[config.mk]
export PLATFORM = sky130hd
export DESIGN_NAME = door_plant
export DESIGN_NICKNAME = d
export VERILOG_FILES = /design/src/rtl/door_plant.sv
export SDC_FILE = /design/constraint.sdc
export NUM_CORES = 1
export LEC_CHECK = 0
export CORE_UTILIZATION = 54
export DETAILED_ROUTE_END_ITERATION = 7
export PLACE_DENSITY = 0.79
export SLEW_MARGIN = 20
export SYNTH_ARGS = -nofsm -noshare
export SYNTH_HDL_FRONTEND = slang
export SYNTH_SLANG_ARGS = --single-unit
[constraint.sdc]
create_clock -name clk -period 2.8 [get_ports clk]
set_input_delay 0.56 -clock clk [delete_from_list [all_inputs] [get_ports clk]]
set_output_delay 0.56 -clock clk [all_outputs]
set_load 0.05 [all_outputs]
[src/rtl/door_plant.sv]
// Motorised door plant: integrates motor_up/motor_dn into a saturating position and drives the end-stop limit switches.
// Optional obstacle sensing while lowering is compiled in with `define DOOR_PLANT_OBSTACLE_EN.
module door_plant #(
  parameter int TRAVEL   = 8,
  parameter int STEP_DIV = 4,
  parameter int INIT_POS = 0,
  parameter int POS_W    = 8
) (
  input  logic             clk,
  input  logic             rst,
  input  logic             motor_up,
  input  logic             motor_dn,
`ifdef DOOR_PLANT_OBSTACLE_EN
  input  logic             obstacle,
  output logic             obstructed,
`endif
  output logic             up_limit,
  output logic             dn_limit,
  output logic [POS_W-1:0] pos,
  output logic             moving,
  output logic             stall,
  output logic             fault
);

  localparam int DIV_W = (STEP_DIV > 1) ? $clog2(STEP_DIV) : 1;
  localparam logic [POS_W-1:0] TRAVEL_P = POS_W'(TRAVEL);
  localparam logic [POS_W-1:0] INIT_P   = POS_W'(INIT_POS);
  localparam logic [POS_W-1:0] ZERO_P   = '0;
  localparam logic [DIV_W-1:0] DIV_LAST = DIV_W'(STEP_DIV - 1);

  typedef enum logic [1:0] {S_IDLE, S_RAISING, S_LOWERING, S_FAULT} state_t;

  state_t           r_state, w_state_next;
  logic [POS_W-1:0] r_pos, w_pos_next;
  logic [DIV_W-1:0] r_div, w_div_next;
  logic             w_step, w_hold, w_moving_next;
  logic             r_up_limit, r_dn_limit, r_moving, r_stall, r_fault;
`ifdef DOOR_PLANT_OBSTACLE_EN
  logic             r_obstructed;
`endif

  always_comb begin
    w_state_next = r_state;
    unique case (r_state)
      S_IDLE: begin
        if (motor_up && motor_dn) w_state_next = S_FAULT;
        else if (motor_up)        w_state_next = S_RAISING;
        else if (motor_dn)        w_state_next = S_LOWERING;
      end
      S_RAISING: begin
        if (motor_up && motor_dn) w_state_next = S_FAULT;
        else if (motor_dn)        w_state_next = S_LOWERING;
        else if (!motor_up)       w_state_next = S_IDLE;
      end
      S_LOWERING: begin
        if (motor_up && motor_dn) w_state_next = S_FAULT;
        else if (motor_up)        w_state_next = S_RAISING;
        else if (!motor_dn)       w_state_next = S_IDLE;
      end
      S_FAULT: begin
        if (!motor_up && !motor_dn) w_state_next = S_IDLE;
      end
      default: w_state_next = S_IDLE;
    endcase
  end

  // Obstacle freezes the step divider only while lowering continues.
`ifdef DOOR_PLANT_OBSTACLE_EN
  assign w_hold = obstacle && (r_state == S_LOWERING) && (w_state_next == S_LOWERING);
`else
  assign w_hold = 1'b0;
`endif

  assign w_moving_next = (w_state_next == S_RAISING) || (w_state_next == S_LOWERING);

  always_comb begin
    w_div_next = '0;
    w_step     = 1'b0;
    if ((w_state_next == r_state) && w_moving_next) begin
      if (w_hold) begin
        w_div_next = r_div;
      end else if (r_div == DIV_LAST) begin
        w_step = 1'b1;
      end else begin
        w_div_next = r_div + DIV_W'(1);
      end
    end
  end

  always_comb begin
    w_pos_next = r_pos;
    if (w_step && (r_state == S_RAISING) && (r_pos != TRAVEL_P))
      w_pos_next = r_pos + POS_W'(1);
    else if (w_step && (r_state == S_LOWERING) && (r_pos != ZERO_P))
      w_pos_next = r_pos - POS_W'(1);
  end

  always_ff @(posedge clk) begin
    if (rst) begin
      r_state    <= S_IDLE;
      r_pos      <= INIT_P;
      r_div      <= '0;
      r_moving   <= 1'b0;
      r_stall    <= 1'b0;
      r_fault    <= 1'b0;
      r_up_limit <= (INIT_P == TRAVEL_P);
      r_dn_limit <= (INIT_P == ZERO_P);
`ifdef DOOR_PLANT_OBSTACLE_EN
      r_obstructed <= 1'b0;
`endif
    end else begin
      r_state    <= w_state_next;
      r_pos      <= w_pos_next;
      r_div      <= w_div_next;
      r_moving   <= w_moving_next;
      r_stall    <= ((w_state_next == S_RAISING) && (w_pos_next == TRAVEL_P)) ||
                    ((w_state_next == S_LOWERING) && (w_pos_next == ZERO_P));
      r_fault    <= (w_state_next == S_FAULT);
      r_up_limit <= (w_pos_next == TRAVEL_P);
      r_dn_limit <= (w_pos_next == ZERO_P);
`ifdef DOOR_PLANT_OBSTACLE_EN
      r_obstructed <= w_hold;
`endif
    end
  end

  assign pos      = r_pos;
  assign up_limit = r_up_limit;
  assign dn_limit = r_dn_limit;
  assign moving   = r_moving;
  assign stall    = r_stall;
  assign fault    = r_fault;
`ifdef DOOR_PLANT_OBSTACLE_EN
  assign obstructed = r_obstructed;
`endif

endmodule

# After elaboration in Yosys (flattened, before gate mapping)
# Cells that the tools add are included.
[op_classes]
n_eq_ne = 10
shifts = 0
reduce_logical = 17
n_bitwise = 1
mux = 15
n_mul = 0
addsub = 3
order_cmp = 0
n_div = 0
[op_table]
columns = ["op", "n"]
rows = [
  ["$mux 2", 10],
  ["$mux 8", 2],
  ["$eq 2x2->1 const B", 5],
  ["$logic_and 1x1->1", 9],
  ["$add 8x1->8 const B", 1],
  ["$eq 8x4->1 const B", 1],
  ["$logic_not 8->1", 1],
  ["$ne 8x4->1 const B", 1],
  ["$pmux 2 s4", 1],
  ["$reduce_bool 8->1", 1],
  ["$sub 8x1->8 const B", 1],
  ["$eq 2x1->1 const B", 2],
  ["$reduce_or 3->1", 1],
  ["$add 2x1->2 const B", 1],
  ["$eq 2x2->1", 1],
  ["$logic_not 1->1", 2],
  ["$logic_not 2->1", 1],
  ["$logic_or 1x1->1", 2],
  ["$mux 1", 2],
  ["$not 1->1", 1],
]
[totals]
regBits = 17
mem_bits_ro = 0
output_inout_bits = 13
latch_bits = 0
input_bits = 4
n_memories = 0
ram_bits = 0
elab_cells = 54

# Longest topological paths before layout
[depth]
word_depth = 15
mapped_depth = 10
depth_no_buf = 9

# Worst setup path after synthesis
# No wires, ideal clock.
[synth_timing]
path_kind = "input-to-reg"
startpoint = "input motor_dn"
endpoint = "register r_stall, in the netlist stall"
setup_slack_ns = 0.282
path_buffers = 1
setup_ns = 0.088
t_arrival_ns = 2.430
required_ns = 2.712
cell_stages = 10
path_cell_list = "a31oi_1 -> inv_1 -> ha_1 -> and4bb_4 -> and2_4 -> buf_6 -> nand3_4 -> o221ai_1 -> nand3_1 -> nor4_2"
[synth_between]
elab_chain_cells = 15
word_cells_on_any_way = 30
cone_classes = "4 x eq/ne; 13 x mux; 13 x reduce/logical"
[synth_rtl]
columns = ["item", "line", "rtl"]
rows = [
  ["start: declaration", "12", "input logic motor_dn,"],
  ["$mux 2 (tied with other cells)", "58", "else if (!motor_dn) w_state_next = S_IDLE;"],
  ["$mux 2 (tied with other cells)", "57", "else if (motor_up) w_state_next = S_RAISING;"],
  ["$mux 2 (on tied branches)", "56, 46, 61", ""],
  ["$pmux 2 s4 (*)", "44", "unique case (r_state)"],
  ["net w_state_next[0]", "33", "state_t r_state, w_state_next;"],
  ["$eq 2x1->1 / $eq 2x2->1 (equally long branches)", "74, 116, 117", ""],
  ["$logic_or 1x1->1", "74", "assign w_moving_next = (w_state_next == S_RAISING) || (w_state_next == S_LOWERING);"],
  ["$logic_and 1x1->1", "79", "if ((w_state_next == r_state) && w_moving_next) begin"],
  ["$mux 1", "79", ""],
  ["$logic_and 1x1->1 (2 in series)", "94", "else if (w_step && (r_state == S_LOWERING) && (r_pos != ZERO_P))"],
  ["$mux 8", "94", ""],
  ["$mux 8", "92", "if (w_step && (r_state == S_RAISING) && (r_pos != TRAVEL_P))"],
  ["$eq 8x4->1 / $logic_not 8->1 (equally long branches)", "116, 117", ""],
  ["$logic_and 1x1->1 (on tied branches)", "116, 117", ""],
  ["$logic_or 1x1->1 (*)", "116", "r_stall <= ((w_state_next == S_RAISING) && (w_pos_next == TRAVEL_P)) ||"],
  ["end signal: assignment", "116", ""],
  ["end: declaration", "37", "logic r_up_limit, r_dn_limit, r_moving, r_stall, r_fault;"],
]
# Mark *: on every way through the listed nets, which the timed path passes. The rest lies on a longest branch.
# A chain may end at the register's enable or synchronous reset.

# Final worst setup path
# Same ends and word-level chain as after synthesis.

==> load_flow_metrics.sql <==
INSERT INTO impl_metrics (metric_group, metric, value, unit) VALUES
('cts', 'clock_tree.buffer_depth', '2', ''),
('floorplan', 'starting_density_of_the_core', '0.596', ''),
('logic_synthesis', 'post_synth.cell_area_avg', '8.82', 'um^2'),
('grt', 'antenna_found_initial', '0', ''),
('logic_synthesis', 'synth-adder-area-share', '0.0719', ''),
('logic_synthesis', 'synth.net_count', '149', ''),
('drt', 'via_count_normalized_by_instance_count', '6.16', ''),
('logic_synthesis', 'synth.cell_area', '1220', 'um^2'),
('grt', 'grt_pass1_wl', '4780', 'um'),
('logic_synthesis', 'synth_top_family_by_area', 'simple AND/OR/NAND/NOR gates', ''),
('drt', 'via_count', '1208', ''),
('timing', 'finalHoldViolations', '0', ''),
('cts', 'postCtsHoldBufs', '0', ''),
('floorplan', 'placement_rows', '16', ''),
('logic_synthesis', 'yosys.area_share.xor_xnor', '0.0144', ''),
('final_layout', 'layout.filler_cells', '172', ''),
('timing', 'rsz_0062_raised_after_global_routing', 'no', ''),
('critical_path', 'critical_path_required', '3.01', 'ns'),
('placed_design', 'place_hpwl', '2220', 'um'),
('drt', 'drt_first_pass_iters', '6', ''),
('timing', 'setup_viol', '0', ''),
('grt', 'groute.usage.overall', '0.256', ''),
('drt', 'routed_wire_length_per_instance', '15.7', 'um'),
('logic_synthesis', 'synth-compound-area-share', '0.172', ''),
('cts', 'tritoncts.num_buffers', '3', ''),
('placed_design', 'portBuffers', '16', ''),
('cts', 'tritoncts_clock_tree', 'yes', ''),
('final_layout', 'mostFrequentLayoutCells', '17 x nor2_1, 17 x dfxtp_1, 16 x buf_4', ''),
('logic_synthesis', 'synth.area.top_cells', 'dfxtp_1 28%, ha_1 7.2%, nor2_1 5.2%', ''),
('status', 'outcome', 'finished clean', ''),
('logic_synthesis', 'muxShareOfSynthArea', '0.0164', ''),
('drt', 'antenna_violating_nets_post_route', '0', ''),
('job', 'max_cap_violation_count', '0', ''),
('timing', 'worst_hold_slack', '0.437', 'ns'),
('floorplan', 'io_pins', '17', ''),
('timing', 'setup_ws', '0.314', 'ns'),
('cts', 'root_buffer', 'clkbuf_4', ''),
('timing', 'final.min_clock_period', '2.49', 'ns'),
('final_layout', 'synth_to_final_area_change', '26.5', '%'),
('logic_synthesis', 'cells_after_synthesis', '138', ''),
('timing', 'transition_time_at_the_pin_with_the_least_slew_margin', '0.523', 'ns'),
('timing', 'max_freq', '0.402', 'GHz'),
('timing', 'timing.max_slew.rel_slack', '0.650', ''),
('logic_synthesis', 'async_set_or_reset_flop_fraction_in_the_synthesized_netlist', '0', ''),
('logic_synthesis', 'yosysTopAreaCellShare', '0.280', ''),
('pwr', 'leakagePower', '0.000641', 'uW'),
('critical_path', 'reg2reg_slack', '0.32', 'ns'),
('logic_synthesis', 'dominantRegCellSynth', 'dfxtp_1', ''),
('placed_design', 'dpl_worst_slack', '-0.332', 'ns'),
('cts', 'cts.reportedPaths.clkPinSlew', '0.10', 'ns'),
('floorplan', 'horiz_die_dim', '49.5', 'um'),
('floorplan', 'core', '2040', 'um^2'),
('critical_path', 'timing.critical_path.from_type', 'input pin', ''),
('logic_synthesis', 'synth_top_cell_by_area', 'dfxtp_1', ''),
('timing', 'number_of_slew_limit_violations_in_the_final_report', '0', ''),
('logic_synthesis', 'synth.ff_latch_count', '17', ''),
('pwr', 'power-per-cell-area', '403', 'nW/um^2'),
('cts', 'cts_max_level', '1', ''),
('logic_synthesis', 'synth.lib_cells_used.distinct', '52', ''),
('critical_path', 'criticalPathCategory', 'input pin to flip-flop', ''),
('pwr', 'power.ir.vdd_worst', '0.325', 'mV'),
('floorplan', 'fp.dieH', '49.5', 'um'),
('cts', 'cts.sink_count', '17', ''),
('final_layout', 'diodes', '0', ''),
('grt', 'first_global_vias', '1108', ''),
('grt', 'grt_max_degree', '15', ''),
('critical_path', 'critical_path_arrival', '2.69', 'ns'),
('timing', 'final.period_utilization', '0.888', ''),
('placed_design', 'gp_congestion', '0.918', ''),
('final_layout', 'drive_gt1_frac', '0.231', ''),
('logic_synthesis', 'fraction_of_the_mapped_netlist_area_in_simple_logic_gates', '0.385', '');
==> logic make-up (layout without fill, tap and decap cells) <==
kind of cell	count (synthesis)	count (layout)
AOI/OAI and AO/OA	24	24
xor gates and xnor gates	2	2
adders and majority gates	7	7
buffers and inverters	15	46
DFF	17	17
muxes	2	2
and+or+nand+nor	71	71
==> final timing paths <==
| kind | startpoint | end | cells after the start |
|---|---|---|---|
| setup / recovery | motor_dn | stall | 10 |
| hold / removal | r_div[0] | r_div[0] | 1 |
| hold reg to reg | r_div[0] | r_div[0] | 1 |
| setup reg to reg | r_state[0] | stall | 9 |
==> metrics by stage <==
| stage | total power, uW | utilization | instance area (um^2) | setup TNS (ns) | std cells |
|---|---|---|---|---|---|
| after floorplan | 430 | - | 1220 | 0 | 138 |
| after global placement | 483 | 0.732 | 1500 | -0.875 | 192 |
| after detailed placement | 489 | 0.732 | 1500 | -1.29 | 192 |
| after CTS | 617 | 0.746 | 1520 | 0 | 196 |
| after global routing | 652 | 0.754 | 1540 | 0 | 196 |
| final | 621 | 0.754 | 1540 | 0 | 196 |
==> sequential cells by signal, summed over array words and instances, names as in the netlist <==
| name | flops |
|---|---|
| dn_limit | 1 |
| stall | 1 |
| r_state | 2 |
| r_div | 2 |
| up_limit | 1 |
| fault | 1 |
| pos | 8 |
| moving | 1 |
==> timing repair <==
| action | 4_1_cts | 5_1_grt |
|---|---|---|
| buffers inserted | 0 | 0 |
| gates resized for setup | 1 | 4 |
| pin swaps | 1 | 5 |
| endpoints found under the setup margin | 2 | 3 |
==> per-layer routing <==
metal	GRT usage	part of all wire	vias to the layer above	wire, um
met5	0	0	-	0
met2	0.425	0.49	57	1520
met1	0.326	0.41	574	1250
met4	0.0571	0.018	0	56
li1	-	-	569	-
met3	0.0741	0.082	8	252
==> synth_stat cells (2+ instances only) <==
library cell and instances:
mux2i_1 2, nand3_1 9, nor4_1 5, inv_1 10, nor2b_1 2, nand2_1 10, and4_1 2, buf_2 2
nor4_2 2, xnor2_1 2, nor2_1 17, and3_1 2, buf_6 2, a21oi_1 2, o21ai_0 3, a211oi_1 2
nand4_1 4, ha_1 7, dfxtp_1 17, nor3_1 3, a31oi_1 2
==> where the power goes <==
group	switching (uW)	total, uW	leakage, uW	internal, uW
logic	132	213	0.000487	81.7
clock network	75.9	131	0.0000150	55.4
registers	21.8	276	0.000138	255
total	230	621	0.000641	392
==> worst max-delay path, cell delays in order <==
cell and delay [ns]:
dlymetal6s2s_1 0.15, a31oi_2 0.22, inv_1 0.10, ha_1 0.30, and4bb_4 0.37, and2_4 0.20
nand3_4 0.08, o221ai_1 0.30, nand3_1 0.17, nor4_2 0.23
==> area by class of cell <==
class	instances	area [um^2]	share of cell area
inverter	10	37.5	0.0244
sequential	17	340	0.221
multi-input combinational	106	817	0.530
tap	27	33.8	0.0219
clock buffer	4	26.3	0.0171
timing repair buffer	32	285	0.185
No activity file was read; power rests on OpenSTA's default activity.
